File: config.mk
export PLATFORM = sky130hd
export DESIGN_NAME = reg_writeback_unit
export DESIGN_NICKNAME = d
export VERILOG_FILES = /design/src/rtl/reg_writeback_unit.sv
export SDC_FILE = /design/constraint.sdc
export NUM_CORES = 1
export LEC_CHECK = 0
export CORE_ASPECT_RATIO = 1.5
export CORE_UTILIZATION = 59
export DETAILED_ROUTE_END_ITERATION = 7
export MAX_ROUTING_LAYER = met4
export PLACE_DENSITY = 0.85
export SYNTH_ARGS = -nofsm -noshare
export SYNTH_HDL_FRONTEND = slang
export SYNTH_SLANG_ARGS = --single-unit
File: constraint.sdc
create_clock -name in_clk -period 5.84 [get_ports in_clk]
set_input_delay 0.584 -clock in_clk [delete_from_list [all_inputs] [get_ports in_clk]]
set_output_delay 0.584 -clock in_clk [all_outputs]
set_load 0.02 [all_outputs]
File: src/rtl/reg_writeback_unit.sv
// Write-back buffer in front of the register file: queues ALU/load results in order,
// drains one per cycle, and forwards pending values to the two operand read ports.
module reg_writeback_unit #(
  parameter int DATA_W = 16,
  parameter int ADDR_W = 8,
  parameter int DEPTH  = 4
) (
  input  logic              in_clk,
  input  logic              in_rst,
  input  logic              in_alu_valid,
  input  logic [ADDR_W-1:0] in_alu_dest,
  input  logic [DATA_W-1:0] in_alu_val,
  input  logic              in_mem_valid,
  input  logic [ADDR_W-1:0] in_mem_dest,
  input  logic [DATA_W-1:0] in_mem_val,
  input  logic [ADDR_W-1:0] in_read_reg_1_add,
  input  logic [ADDR_W-1:0] in_read_reg_2_add,
  input  logic [DATA_W-1:0] in_reg_1_val,
  input  logic [DATA_W-1:0] in_reg_2_val,
  output logic [ADDR_W-1:0] out_write_reg_add,
  output logic [DATA_W-1:0] out_write_reg_val,
  output logic              out_write_en,
  output logic [DATA_W-1:0] out_fwd_1_val,
  output logic [DATA_W-1:0] out_fwd_2_val,
  output logic              out_stall,
  output logic              out_overflow
);

  localparam int PTR_W = $clog2(DEPTH);
  localparam int CNT_W = $clog2(DEPTH + 1);

  logic [ADDR_W-1:0] dest_q [DEPTH];
  logic [DATA_W-1:0] val_q  [DEPTH];
  logic [PTR_W-1:0]  rd_ptr;
  logic [PTR_W-1:0]  wr_ptr;
  logic [CNT_W-1:0]  count;
  logic              overflow;

  logic              pop;
  logic [CNT_W-1:0]  free;
  logic              alu_acc;
  logic              mem_acc;
  logic [PTR_W-1:0]  mem_slot;
  logic [PTR_W-1:0]  idx;

  // The head always drains this edge, so its slot is already free for incoming requests.
  always_comb begin
    pop      = (count != '0);
    free     = CNT_W'(DEPTH) - count + CNT_W'(pop);
    alu_acc  = in_alu_valid && (free != '0);
    mem_acc  = in_mem_valid && (free > CNT_W'(alu_acc));
    mem_slot = alu_acc ? wr_ptr + PTR_W'(1) : wr_ptr;
  end

  always_ff @(posedge in_clk) begin
    if (in_rst) begin
      rd_ptr   <= '0;
      wr_ptr   <= '0;
      count    <= '0;
      overflow <= 1'b0;
      for (int i = 0; i < DEPTH; i++) begin
        dest_q[i] <= '0;
        val_q[i]  <= '0;
      end
    end else begin
      if (alu_acc) begin
        dest_q[wr_ptr] <= in_alu_dest;
        val_q[wr_ptr]  <= in_alu_val;
      end
      if (mem_acc) begin
        dest_q[mem_slot] <= in_mem_dest;
        val_q[mem_slot]  <= in_mem_val;
      end
      if ((in_alu_valid && !alu_acc) || (in_mem_valid && !mem_acc)) begin
        overflow <= 1'b1;
      end
      rd_ptr <= rd_ptr + PTR_W'(pop);
      wr_ptr <= wr_ptr + PTR_W'(alu_acc) + PTR_W'(mem_acc);
      count  <= count - CNT_W'(pop) + CNT_W'(alu_acc) + CNT_W'(mem_acc);
    end
  end

  always_comb begin
    out_write_en      = pop;
    out_write_reg_add = pop ? dest_q[rd_ptr] : '0;
    out_write_reg_val = pop ? val_q[rd_ptr] : '0;
    out_stall         = (CNT_W'(DEPTH) - count) < CNT_W'(2);
    out_overflow      = overflow;
  end

  // Walk oldest to newest so that the last match, the youngest write, wins.
  always_comb begin
    out_fwd_1_val = in_reg_1_val;
    out_fwd_2_val = in_reg_2_val;
    idx           = rd_ptr;
    for (int k = 0; k < DEPTH; k++) begin
      idx = rd_ptr + PTR_W'(k);
      if (k < int'(count)) begin
        if (dest_q[idx] == in_read_reg_1_add) out_fwd_1_val = val_q[idx];
        if (dest_q[idx] == in_read_reg_2_add) out_fwd_2_val = val_q[idx];
      end
    end
  end

endmodule

Word level (Yosys, flattened, before mapping)

Memory sizes are Yosys's and may differ from the RTL's. A register that Yosys moved wholly into a read port is not among the register bits.
Cells that the tools add are included.

$add $sub $neg: 12
$mul: 0
Divide/modulo/power cells: 0
Magnitude comparators: 6
Equality and inequality tests: 8
Shift operators: 0
Muxes and demuxes: 41
Bitwise operators: 0
Reduce and logical (&&, ||, !) cells: 13

Operators by type and width:

| operator                                                                     | number |
|---|---|
| 16-bit 2-to-1 mux                                                            | 19 |
| 8-bit == test                                                                | 8 |
| 16-bit OR reduction                                                          | 2 |
| 8-bit 2-to-1 mux                                                             | 3 |
| 8-bit OR reduction                                                           | 2 |
| 2-bit 2-to-1 mux                                                             | 7 |
| 1-bit 2-to-1 mux                                                             | 12 |
| 3-bit by 1-bit adder with 3-bit output                                       | 3 |
| 2-bit by 1-bit adder with 2-bit output                                       | 3 |
| 1-bit by 3-bit less-than comparator with 1-bit output, first input constant  | 2 |
| 2-bit by 3-bit less-than comparator with 1-bit output, first input constant  | 2 |
| 3-bit nonzero test                                                           | 2 |
| 2-bit by 1-bit adder with 2-bit output, second input constant                | 2 |
| 2-bit adder, second input constant                                           | 2 |
| 1-bit logical AND                                                            | 4 |
| 3-bit by 1-bit greater-than comparator with 1-bit output                     | 1 |
| 3-bit by 2-bit less-than comparator with 1-bit output, second input constant | 1 |
| 3-bit by 1-bit subtractor with 3-bit output                                  | 1 |
| 3-bit subtractor, first input constant                                       | 1 |
| 1-bit zero test                                                              | 2 |
| 1-bit logical OR                                                             | 1 |

Flip-flop bits (word level): 8
Bits in latches: 0
Memory bits (writable): 96
ROM bits: 0
Input bits: 100
Output and inout port bits: 59
Memories kept: 2

Memory list:

| memory | depth | width | read ports | clocked after Yosys merged registers in | write ports | line | source |
|---|---|---|---|---|---|---|---|
| val_q  | 4     | 16    | 4          | 1                                       | 4           | 33   | `logic [DATA_W-1:0] val_q [DEPTH];` |
| dest_q | 4     | 8     | 4          | 1                                       | 4           | 32   | `logic [ADDR_W-1:0] dest_q [DEPTH];` |

Longest topological paths before layout

Depth in word-level cells: 11
Gate-level depth with buffers: 16
Depth with buffers taken out: 14

Worst setup path before layout

Ideal clock, no wire load.

Path kind: reg-to-reg
Start: reg count[0]
End: mem dest_q[0][0], enable pin
Setup time: 381 ps
Data arrival time: 3740 ps
Required time: 5459 ps
Path slack: 1719 ps
Stages on the path, launching flop included: 14
Buffers on the path: 1
Cell sequence: dfxtp_1 inv_1 ha_1 ha_1 inv_1 clkbuf_1 ha_1 xnor2_1 nand2_1 o21ai_1 inv_1 or3_1 a211oi_1 or3_1

RTL lines:

| item                   | line | source |
|---|---|---|
| from (decl)            | 36   | `logic [CNT_W-1:0] count;` |
| from (signal assigned) | 79   | `count <= count - CNT_W'(pop) + CNT_W'(alu_acc) + CNT_W'(mem_acc);` |
| to (decl)              | 32   |  |

Worst setup path after layout

Start: reg rd_ptr[1]
End: out out_fwd_1_val[3]

Longest elaborated chain between the ends: 9
Elaborated cells on any way between the ends: 14

RTL lines:

| item                                   | line | source |
|---|---|---|
| from (decl)                            | 34   | `logic [PTR_W-1:0] rd_ptr;` |
| from (signal assigned)                 | 77   | `rd_ptr <= rd_ptr + PTR_W'(pop);` |
| 2-bit by 1-bit adder with 2-bit output | 97   | `idx = rd_ptr + PTR_W'(k);` |
| memory 4 x 8 bit                       | --   |  |
| 8-bit == test                          | 99   | `if (dest_q[idx] == in_read_reg_1_add) out_fwd_1_val = val_q[idx];` |
| 16-bit 2-to-1 mux                      | 99   |  |
| 16-bit 2-to-1 mux                      | 98   | `if (k < int'(count)) begin` |
| 16-bit 2-to-1 mux                      | 99   |  |
| 16-bit 2-to-1 mux                      | 98   |  |
| 16-bit 2-to-1 mux                      | 99   |  |
| 16-bit 2-to-1 mux (*)                  | 98   |  |
| to (decl)                              | 23   | `output logic [DATA_W-1:0] out_fwd_1_val,` |

Every way passes the cells marked *; elsewhere a longest branch is shown, timed or not.

==> impl_results.md <==
* Port Buf Inserts at 158
* Number of antenna violations at the first check in global routing at 0
* Number of max-slew violations in the final report at 0
* Worst-case clock buffer depth at 2
* Critical Setup Path Class: register to output pin
* Netlist area before placement at 9072 um^2
* Time the worst path needs with I/O delays and setup at 5016 ps
* Critical path launch point type: register
* Die Outline Area at 15890 um^2
* Worst endpoint data arrival time at 4430 ps
* Fill cell count at 1056
* Standard cell core area at 15070 um^2
* Tightest Hold Check Type: register to register
* Async set-reset flop share out of synthesis at 0
* Kind of cell adding the most delay to the critical path: simple AND/OR/NAND/NOR gates
* Avg WL per Cell at 20.70 um
* Number of enable flip-flop cells after synthesis at 96
* Hold Slack at 491.3 ps
* Reg clk slew, reported paths at 70 ps
* Final WL at 25.38 mm
* Remaining Overflow, GRT at 0
* Sort of element at the end of the critical path: output pin
* Post-synthesis cell type count at 61
* Status: finished clean
* Critical Path Fanout Max at 39
* Number of vias in the routed layout at 7887
* Num CTS Buffers at 9
* Total negative slack at 0 ps
* Cts repair resizes at 0
* Synthesized area divided by synthesized cell count at 9.992 um^2
* Vertical die dimension at 153.9 um
* Measured slew at the worst slew-check pin at 1188 ps
* Cell leakage power at 3.910 nW
* Setup slack at placement at 1132 ps
* Largest clock skew in the final design at 4.989 ps
* Cell at the root of the clock tree: sky130_fd_sc_hd__clkbuf_16
* Maximum number of pins on one net before global-route repair at 57
* Final antenna-violating net count at 0
* Power per standard cell area at 436.3 nW/um^2
* Max-capacitance violation count at 0
* Drc violations at 0
* Slew Limit Headroom at 0.2080
* Effective utilization at floorplan at 0.6020
* Clock latency at the later pin of the worst-skew pair at 350 ps
* Final Power at 4.826 mW
* Wire length of the first global-routing pass at 39.01 mm
* Standard-cell row count at 55
* Relative area change from synthesis to final layout at 21.90%
* Final Setup Violations at 0
* Ys flop type: sky130_fd_sc_hd__edfxtp_1
* CTS tree: yes
* Least setup slack across all paths after layout at 823.8 ps
* Proportion of synthesized chip area in sequential cells at 0.3354
* # diodes at 0
* Clock net sink count at 104
* Share of final-layout standard cells stronger than drive strength 1 at 0.1246
* Final design area excluding fillers at 11060 um^2
* Number of nets in the finished design at 1132
* WP buf/inv at 1
* Count of final hold-check violations at 0
* Critical path data required time at 5260 ps
* Max Clk Rate at 199.4 MHz
* Post-route clock period utilization at 0.8589
* Unrepaired setup endpoints after global routing: no
* Initial DRT Pass Iterations at 5
* Yosys warning total at 0
* Count of routing violations after the opening detailed-route iteration at 619
* Delay of the slowest critical-path stage at 690 ps
* Post-DR vias/cell at 6.433
* Number of buffers added for setup after CTS at 0
* Crit path cell chain: mux4_2 > xor2_1 > nor4_1 > nand4_1 > or2_1 > mux2_2 > o21bai_1 > clkdlybuf4s50_1
* CTS H-Tree Depth at 3
* Cell with the largest stage delay on the worst path: sky130_fd_sc_hd__dfxtp_4
* Post-Synthesis Net Count at 1018
* Peak supply drop at 0.4251 mV
* Final HPWL DP at 19.00 mm
* Instance area after placement at 10740 um^2
* Count of mapped cells out of synthesis at 908
* Via count of the first global-routing pass at 7247
* CTS hold repair buffers at 0
* Num ports at 159
* FF+latch count, synth at 104
* Total routing resource utilization after global routing at 0.3376
* Die width at 103.3 um
* GPL Wtd Cong at 0.9951
report_power, final:
| group | internal (mW) | switching (mW) |
|---|---|---|
| Sequential | 1.07 | 0.239 |
| Combinational | 1.29 | 1.59 |
| Clock | 0.375 | 0.259 |
kinds of logic after synthesis:
| logic type | Yosys count | share of synthesized area |
|---|---|---|
| DFF | 104 | 0.3354 |
| adders and majority gates | 11 | 0.01738 |
| and+or+nand+nor | 284 | 0.1561 |
| buffers and inverters | 89 | 0.04593 |
| xor gates and xnor gates | 69 | 0.06661 |
| muxes | 148 | 0.2140 |
| AOI/OAI and AO/OA | 203 | 0.1645 |
worst paths after layout:
kind	slack, ps	cells after the start	end	from
min reg2reg	490	2	out_overflow$_SDFFE_PP0P_	out_overflow$_SDFFE_PP0P_
min	490	2	out_overflow$_SDFFE_PP0P_	out_overflow$_SDFFE_PP0P_
max reg2reg	1390	14	val_q[0][8]$_DFFE_PP_	count[0]$_SDFF_PP0_
max	820	8	out_fwd_1_val[3]	rd_ptr[1]$_SDFF_PP0_
final cells by class:
cell class / instances / area (um^2) / share of cell area
tap: 199 / 249.0 / 0.02251
sequential: 104 / 3050 / 0.2758
inverter: 12 / 45.04 / 0.004073
multi-input combinational: 715 / 5648 / 0.5107
clock buffer: 9 / 225.2 / 0.02036
timing repair buffer: 180 / 1747 / 0.1579
clock inverter: 7 / 95.09 / 0.008598
synth_stat cells (3+ instances only):
| library cell | n | area share |
|---|---|---|
| sky130_fd_sc_hd__a22o_1 | 72 | 0.070 |
| sky130_fd_sc_hd__edfxtp_1 | 96 | 0.32 |
| sky130_fd_sc_hd__a211oi_1 | 6 | 0.0050 |
| sky130_fd_sc_hd__nand2b_1 | 13 | 0.0090 |
| sky130_fd_sc_hd__ha_1 | 7 | 0.0097 |
| sky130_fd_sc_hd__buf_6 | 4 | 0.0050 |
| sky130_fd_sc_hd__fa_1 | 3 | 0.0066 |
| sky130_fd_sc_hd__buf_2 | 8 | 0.0044 |
| sky130_fd_sc_hd__buf_4 | 4 | 0.0033 |
| sky130_fd_sc_hd__nor2b_1 | 12 | 0.0083 |
| sky130_fd_sc_hd__a311oi_1 | 9 | 0.0087 |
| sky130_fd_sc_hd__clkbuf_1 | 49 | 0.020 |
| sky130_fd_sc_hd__mux2_2 | 32 | 0.040 |
| sky130_fd_sc_hd__nand4_1 | 5 | 0.0034 |
| sky130_fd_sc_hd__buf_1 | 10 | 0.0041 |
| sky130_fd_sc_hd__dfxtp_1 | 8 | 0.018 |
| sky130_fd_sc_hd__o31a_1 | 4 | 0.0039 |
| sky130_fd_sc_hd__nand3_1 | 9 | 0.0050 |
| sky130_fd_sc_hd__a21oi_1 | 10 | 0.0055 |
| sky130_fd_sc_hd__mux4_2 | 32 | 0.079 |
| sky130_fd_sc_hd__o211ai_1 | 5 | 0.0041 |
| sky130_fd_sc_hd__nand2_1 | 116 | 0.048 |
| sky130_fd_sc_hd__a21o_1 | 5 | 0.0041 |
| sky130_fd_sc_hd__nor3_1 | 33 | 0.018 |
| sky130_fd_sc_hd__xnor2_1 | 48 | 0.046 |
| sky130_fd_sc_hd__and2_1 | 26 | 0.018 |
| sky130_fd_sc_hd__o211ai_2 | 4 | 0.0055 |
| sky130_fd_sc_hd__nor2_1 | 34 | 0.014 |
| sky130_fd_sc_hd__nor4_1 | 6 | 0.0041 |
| sky130_fd_sc_hd__o21ai_0 | 59 | 0.033 |
| sky130_fd_sc_hd__o22ai_1 | 4 | 0.0028 |
| sky130_fd_sc_hd__or3_1 | 17 | 0.012 |
| sky130_fd_sc_hd__xor2_1 | 21 | 0.020 |
| sky130_fd_sc_hd__inv_1 | 10 | 0.0041 |
| sky130_fd_sc_hd__mux2_4 | 4 | 0.0066 |
| sky130_fd_sc_hd__mux2i_1 | 80 | 0.088 |
| sky130_fd_sc_hd__o221ai_1 | 9 | 0.0087 |
metrics by stage:
stage,utilization,std cells
after floorplan,-,908
after global placement,0.7126,1210
after detailed placement,0.7126,1210
after CTS,0.7338,1226
after global routing,0.7338,1226
final,0.7338,1226
routing by layer:
| layer | global-route usage | up-vias | share of wire |
|---|---|---|---|
| li1 | - | 3655 | - |
| met1 | 0.4648 | 3724 | 0.42 |
| met2 | 0.5013 | 459 | 0.46 |
| met3 | 0.04136 | 49 | 0.090 |
| met4 | 0.1469 | 0 | 0.033 |
| met5 | - | - | 0 |
registers in the layout, indices dropped and copies added (netlist names):
register	cells
count	3
dest_q	32
out_overflow	1
rd_ptr	2
val_q	64
wr_ptr	2
worst min-delay path, cell delays in order, from the launching register on:
cell and delay, ps:
sky130_fd_sc_hd__dfxtp_1 340, sky130_fd_sc_hd__a31oi_1 50, sky130_fd_sc_hd__nor2_1 70
cells in the final DEF (no fill, tap or decap), types with 5 or more instances in the layout:
cell,instances
sky130_fd_sc_hd__clkdlybuf4s50_1,158
sky130_fd_sc_hd__nand2_1,116
sky130_fd_sc_hd__edfxtp_1,96
sky130_fd_sc_hd__mux2i_1,80
sky130_fd_sc_hd__a22o_1,72
sky130_fd_sc_hd__o21ai_0,59
sky130_fd_sc_hd__xnor2_1,48
sky130_fd_sc_hd__nor2_1,34
sky130_fd_sc_hd__mux4_2,32
sky130_fd_sc_hd__nor3_1,32
sky130_fd_sc_hd__mux2_2,32
sky130_fd_sc_hd__and2_1,26
sky130_fd_sc_hd__buf_4,22
sky130_fd_sc_hd__xor2_1,21
sky130_fd_sc_hd__or3_1,17
sky130_fd_sc_hd__nand2b_1,13
sky130_fd_sc_hd__nor2b_1,12
sky130_fd_sc_hd__inv_1,10
sky130_fd_sc_hd__a21oi_1,10
sky130_fd_sc_hd__nand3_1,9
sky130_fd_sc_hd__a311oi_1,9
sky130_fd_sc_hd__o221ai_1,9
sky130_fd_sc_hd__clkbuf_16,9
sky130_fd_sc_hd__ha_1,7
sky130_fd_sc_hd__dfxtp_1,6
sky130_fd_sc_hd__nand4_1,5
sky130_fd_sc_hd__a211oi_1,5
sky130_fd_sc_hd__o211ai_1,5
sky130_fd_sc_hd__a21o_1,5
No activity file was read; power rests on OpenSTA's default activity.
